`config.mk`:
```
export PLATFORM = sky130hd
export DESIGN_NAME = rf_up_interp_nx
export DESIGN_NICKNAME = d
export VERILOG_FILES = /design/src/rtl/rf_up_interp_nx.sv
export SDC_FILE = /design/constraint.sdc
export NUM_CORES = 1
export LEC_CHECK = 0
export CORE_UTILIZATION = 54
export DETAILED_ROUTE_END_ITERATION = 10
export PLACE_DENSITY = 0.81
export SYNTH_ARGS = -nofsm -noshare
export SYNTH_HDL_FRONTEND = slang
export SYNTH_SLANG_ARGS = --single-unit
export TNS_END_PERCENT = 50
```
`constraint.sdc`:
```
create_clock -name clk -period 3.7 [get_ports clk]
set_input_delay 0.74 -clock clk [delete_from_list [all_inputs] [get_ports clk]]
set_output_delay 0.74 -clock clk [all_outputs]
set_load 0.01 [all_outputs]
```
`src/rtl/rf_up_interp_nx.sv`:
```
// rf_up_interp_nx: 2x up-sampler, SPC_IN sc16 samples in, 2*SPC_IN out per cycle per channel.
// Modes: 0=zero-stuff, 1=sample-hold, 2=causal linear, 3=hold. Latency 2 cycles.
// Optional feature macro: RF_UP_INTERP_GAIN_EN adds per-channel Q2.14 gain (i_gain),
// saturating, with one extra pipeline stage (latency 3).
module rf_up_interp_nx #(
  parameter int unsigned NUM_CHANNELS = 1,
  parameter int unsigned SPC_IN       = 2
) (
  input  logic                               clk,
  input  logic                               rst,
  input  logic [1:0]                         i_mode,
  input  logic                               i_clear,
  input  logic [NUM_CHANNELS*SPC_IN*32-1:0]  i_tdata,
  input  logic [NUM_CHANNELS-1:0]            i_tvalid,
`ifdef RF_UP_INTERP_GAIN_EN
  input  logic [NUM_CHANNELS*16-1:0]         i_gain,
`endif
  output logic [NUM_CHANNELS*SPC_IN*64-1:0]  o_tdata,
  output logic [NUM_CHANNELS-1:0]            o_tvalid
);

  localparam int unsigned IW = SPC_IN * 32;
  localparam int unsigned OW = SPC_IN * 64;

  localparam logic [1:0] ModeZero   = 2'd0;
  localparam logic [1:0] ModeHold   = 2'd1;
  localparam logic [1:0] ModeLinear = 2'd2;

  // (a+b+1)>>>1 on a sign-extended 17-bit sum; result always fits in 16 bits.
  function automatic logic [15:0] avg16(input logic [15:0] a, input logic [15:0] b);
    logic [16:0] s;
    s = {a[15], a} + {b[15], b} + 17'd1;
    return s[16:1];
  endfunction

`ifdef RF_UP_INTERP_GAIN_EN
  // Q2.14 multiply, round half-up, saturate to 16 bits.
  function automatic logic [15:0] scale16(input logic [15:0] v, input logic [15:0] g);
    logic signed [32:0] p;
    p = ($signed(v) * $signed(g)) + 33'sd8192;
    p = p >>> 14;
    if (p > 33'sd32767) begin
      return 16'h7fff;
    end else if (p < -33'sd32768) begin
      return 16'h8000;
    end
    return p[15:0];
  endfunction
`endif

  logic r_s1_clear;

  // History clear travels with stage 1 so it lands after any beat accepted with it.
  always_ff @(posedge clk) begin
    if (rst) begin
      r_s1_clear <= 1'b0;
    end else begin
      r_s1_clear <= i_clear;
    end
  end

  for (genvar c = 0; c < NUM_CHANNELS; c++) begin : g_ch
    logic [IW-1:0] r_s1_data;
    logic          r_s1_valid;
    logic [1:0]    r_s1_mode;
    logic [31:0]   r_h;
    logic          r_hv;
    logic [1:0]    r_last_mode;
    logic [OW-1:0] r_s2_data;
    logic          r_s2_valid;
    logic [OW-1:0] w_interp;
    logic [31:0]   w_x;
    logic [31:0]   w_prev;

    // Stage 1: capture the beat and its mode; mode only moves on a valid beat.
    always_ff @(posedge clk) begin
      if (rst) begin
        r_s1_valid <= 1'b0;
        r_s1_data  <= '0;
        r_s1_mode  <= ModeHold;
      end else begin
        r_s1_valid <= i_tvalid[c];
        if (i_tvalid[c]) begin
          r_s1_data <= i_tdata[c*IW +: IW];
          r_s1_mode <= i_mode;
        end
      end
    end

    // Interpolate the stage-1 beat; x[-1] is history only if the previous beat was linear.
    always_comb begin
      w_interp = '0;
      w_x      = '0;
      w_prev   = (r_hv && (r_last_mode == ModeLinear)) ? r_h : r_s1_data[31:0];
      for (int k = 0; k < SPC_IN; k++) begin
        w_x = r_s1_data[k*32 +: 32];
        case (r_s1_mode)
          ModeZero: begin
            w_interp[2*k*32 +: 32]     = w_x;
            w_interp[(2*k+1)*32 +: 32] = '0;
          end
          ModeLinear: begin
            w_interp[2*k*32 +: 32]     = {avg16(w_prev[31:16], w_x[31:16]),
                                          avg16(w_prev[15:0], w_x[15:0])};
            w_interp[(2*k+1)*32 +: 32] = w_x;
          end
          default: begin
            w_interp[2*k*32 +: 32]     = w_x;
            w_interp[(2*k+1)*32 +: 32] = w_x;
          end
        endcase
        w_prev = w_x;
      end
    end

    // Stage 2: register outputs and update history; a clear overrides the beat's update.
    always_ff @(posedge clk) begin
      if (rst) begin
        r_s2_valid  <= 1'b0;
        r_s2_data   <= '0;
        r_h         <= '0;
        r_hv        <= 1'b0;
        r_last_mode <= ModeHold;
      end else begin
        r_s2_valid <= r_s1_valid;
        if (r_s1_valid) begin
          r_s2_data   <= w_interp;
          r_last_mode <= r_s1_mode;
        end
        if (r_s1_clear) begin
          r_h  <= '0;
          r_hv <= 1'b0;
        end else if (r_s1_valid) begin
          r_h  <= r_s1_data[IW-1 -: 32];
          r_hv <= 1'b1;
        end
      end
    end

`ifdef RF_UP_INTERP_GAIN_EN
    logic [15:0]   r_s1_gain;
    logic [15:0]   r_s2_gain;
    logic [OW-1:0] r_s3_data;
    logic          r_s3_valid;
    logic [OW-1:0] w_scaled;

    // Gain rides along with the beat through stages 1 and 2.
    always_ff @(posedge clk) begin
      if (rst) begin
        r_s1_gain <= '0;
        r_s2_gain <= '0;
      end else begin
        if (i_tvalid[c]) begin
          r_s1_gain <= i_gain[c*16 +: 16];
        end
        if (r_s1_valid) begin
          r_s2_gain <= r_s1_gain;
        end
      end
    end

    // Apply gain to every I and Q of the interpolated beat.
    always_comb begin
      w_scaled = '0;
      for (int j = 0; j < 2*SPC_IN; j++) begin
        w_scaled[j*32+16 +: 16] = scale16(r_s2_data[j*32+16 +: 16], r_s2_gain);
        w_scaled[j*32 +: 16]    = scale16(r_s2_data[j*32 +: 16], r_s2_gain);
      end
    end

    // Stage 3: register scaled outputs; data holds while invalid.
    always_ff @(posedge clk) begin
      if (rst) begin
        r_s3_valid <= 1'b0;
        r_s3_data  <= '0;
      end else begin
        r_s3_valid <= r_s2_valid;
        if (r_s2_valid) begin
          r_s3_data <= w_scaled;
        end
      end
    end

    assign o_tdata[c*OW +: OW] = r_s3_data;
    assign o_tvalid[c]         = r_s3_valid;
`else
    assign o_tdata[c*OW +: OW] = r_s2_data;
    assign o_tvalid[c]         = r_s2_valid;
`endif
  end

endmodule

```
==> flow_summary.yaml <==
status:
  status: "complete, but fails checks"
  violations: "DRC"
detailed_routing:
  wl_per_cell_um: 18.2
  vias_per_cell: 5.85
  vias: 11266
  drcViolationCount: 10
  antenna_left: 0
  drtIter0Drc: 715
  totalWireLength_um: 35100
  dr.pass1.iters: 10
yosys:
  synthMuxAreaShare_pct: 8.85
  synthArstFlopShare_pct: 0
  synth.area.top_cells: "dfxtp_1 (38%), mux2i_1 (8.7%), ha_1 (6.1%)"
  yosysTopAreaCell: "dfxtp_1"
  ys_seq_area_share_pct: 37.9
  synth-simple-area-share_pct: 23.8
  synth_cells: 1488
  syn_area_per_cell_um2: 8.24
  yosysWarningCount: 0
  ys.flop_type: "dfxtp_1"
  synth_compound_area_share_pct: 16.7
  ys_seq_elements: 232
  synth_xor_area_share_pct: 2.29
  synthAdderAreaFrac_pct: 6.77
  netlist_area_mm2: 0.0123
  synth_cell_types: 70
  synth_top_cell_area_share_pct: 37.9
  synth_edf_count: 0
  synth_top_family_by_area: "simple AND/OR/NAND/NOR gates"
  syn_nets: 1622
clock_tree:
  cts_post_setup_buffers_inserted: 0
  cts_tree: "yes"
  clk_path_buf_depth: 3
  cts.htree.levels: 1
  clkTransAtPathRegs_ps: 60
  clk_latency_ps: 540
  clock-sinks: 232
  cts_hold_buffers: 0
  cts-root-buf: "clkbuf_16"
  postCtsResizedCells: 0
  cts_buffers: 26
placement:
  portBuffers: 198
  post-place-ws_ps: 526
  hpwl_um: 23900
  gp_congestion: 0.870
  placed_area_mm2: 0.0144
timing:
  fin_crit_sh_pct: 86.9
  fin_crit_ps: 3210
  fin_tns_setup_ps: 0
  fin_ws_ps: 486
  relSlewSlack_pct: 19.3
  max_freq_ghz: 0.311
  rsz0062_at_grt: "no"
  fin_worst_skew_ps: 21.3
  hold_violations: 0
  hold_ws_ps: 467
  tightest_slew_ps: 1210
  final_max_slew_viol_count: 0
  setup_viol: 0
floorplan:
  rows: 54
  ios: 199
  die_w_um: 153
  dieHeight_um: 153
  core_mm2: 0.0220
  die-area_mm2: 0.0233
  initial_core_util_pct: 55.7
setup_path:
  timing.rr.end: "o_tdata[27]"
  worst_ep_arrival_time_ps: 3650
  r2r-start: "g_ch[0].r_last_mode[1]"
  worstSetupStartpointType: "flop"
  reg2reg_slack_ps: 490
  path_class: "reg -> reg"
  r2r_cells: 11
  worstPathMaxFanout: 28
  required_ps: 4130
  crit_path_end_kind: "flop"
layout:
  n_fill_cell: 1784
  area_growth_pct: 24.7
  drive_gt1_share_pct: 5.04
  num-nets-final: 1762
  layout_common_cells: "dfxtp_1 (231), clkdlybuf4s50_1 (196), nor2_1 (184)"
  diodes: 0
  finish.instance_area_mm2: 0.0153
  final_common_cell: "dfxtp_1"
global_route:
  grt_max_degree: 160
  grt_pass1_vias: 10635
  grt_pass1_wl_um: 56200
  antenna_found_initial: 0
  grt_use_total_pct: 29.5
  overflow: 0
power_and_ir_drop:
  irDropWorstVdd_mv: 0.297
  powerDensity_mw_per_mm2: 423
  leakage_nw: 5.99
min_path:
  hold_path_class: "reg -> reg"
  whs_path_depth: 2
  min_from: "o_tdata[62]"
  hold_end: "o_tdata[62]"
run:
  cap_violations: 0
==> routing by layer <==
metal / track usage [%] / vias up / part of all wire (%)
li1: - / 5511 / -
met1: 42.4 / 5306 / 47
met2: 45.1 / 401 / 44
met3: 5.15 / 48 / 7.4
met4: 8.56 / 0 / 1.9
met5: 0 / - / 0
==> cell families (layout without fill, tap and decap cells) <==
kind of cell             Yosys count  count (layout)
AND/OR/NAND/NOR                  619             619
AO/OA/AOI/OAI                    316             316
flip-flops                       232             232
buffers and inverters            117             276
multiplexers                     108             108
adder cells (fa/ha/maj)           64              64
XOR/XNOR                          32              32
==> final cells by class <==
cell class,instances,area (um2),share of cell area [%]
tap,280,350,2.29
sequential,232,4650,30.4
clock buffer,37,793,5.18
clock inverter,10,154,1.01
multi-input combinational,1139,7180,46.9
timing repair buffer,212,2110,13.8
inverter,17,63.8,0.417
==> through the flow <==
step	power [mW]	util, %	instances
2_1_floorplan	3.33	-	1488
4_1_cts	6.50	69.5	1927
3_3_place_gp	3.68	65.2	1880
6_report	6.48	69.5	1927
5_1_grt	6.71	69.5	1927
3_5_place_dp	3.69	65.2	1880
==> how the worst max path moves through the flow <==
stage / start / endpoint / slack (ps) / cells past startpoint
CTS: g_ch[0].r_hv / o_tdata[27] / 520 / 11
floorplan: g_ch[0].r_hv / o_tdata[11] / 920 / 13
finish: g_ch[0].r_last_mode[1] / o_tdata[27] / 490 / 11
global route: g_ch[0].r_hv / o_tdata[27] / 260 / 11
detailed placement: g_ch[0].r_last_mode[1] / o_tdata[27] / 530 / 11
global placement: g_ch[0].r_hv / o_tdata[27] / 720 / 11
==> worst max-delay path, cell delays in order, from the launching register on <==
cell and delay [ps]:
dfxtp_1 370, nand2_1 100, or2_2 510, nand2_1 150, nand2_1 70, ha_1 320, o21ai_0 240, a21oi_2 90
o311ai_1 550, o211ai_1 180, xnor2_1 170, a2111oi_2 360
==> synthesized netlist by cell type (all sizes together), types with 11 or more instances <==
| master | instances |
|---|---|
| o21ai | 53 |
| nor3 | 19 |
| mux2i | 107 |
| a31oi | 12 |
| nor2b | 21 |
| nor3b | 11 |
| inv | 17 |
| a211oi | 23 |
| nand3 | 86 |
| buf | 25 |
| nor2 | 185 |
| a21oi | 117 |
| a311oi | 21 |
| nand3b | 13 |
| nand2b | 81 |
| ha | 60 |
| o21a | 14 |
| a21o | 13 |
| nand2 | 169 |
| xnor2 | 23 |
| dfxtp | 232 |
| clkbuf | 75 |
==> state kept, by name (all words and copies together), names as in the netlist <==
signal and flops:
g_ch.r_hv 1, o_tdata 128, o_tvalid 1, g_ch.r_h 32, g_ch.r_s1_mode 2, g_ch.r_s1_valid 1
r_s1_clear 1, g_ch.r_last_mode 2, g_ch.r_s1_data 64
==> report_power, final <==
part | total (mW) | leakage [nW] | switching, mW | internal [mW]
Clock | 2.82 | 0.469 | 1.06 | 1.76
Sequential | 2.75 | 1.90 | 0.141 | 2.60
Combinational | 0.913 | 3.63 | 0.481 | 0.433
Total | 6.48 | 5.99 | 1.68 | 4.80
Note: power is estimated with default switching activity, not from simulation.
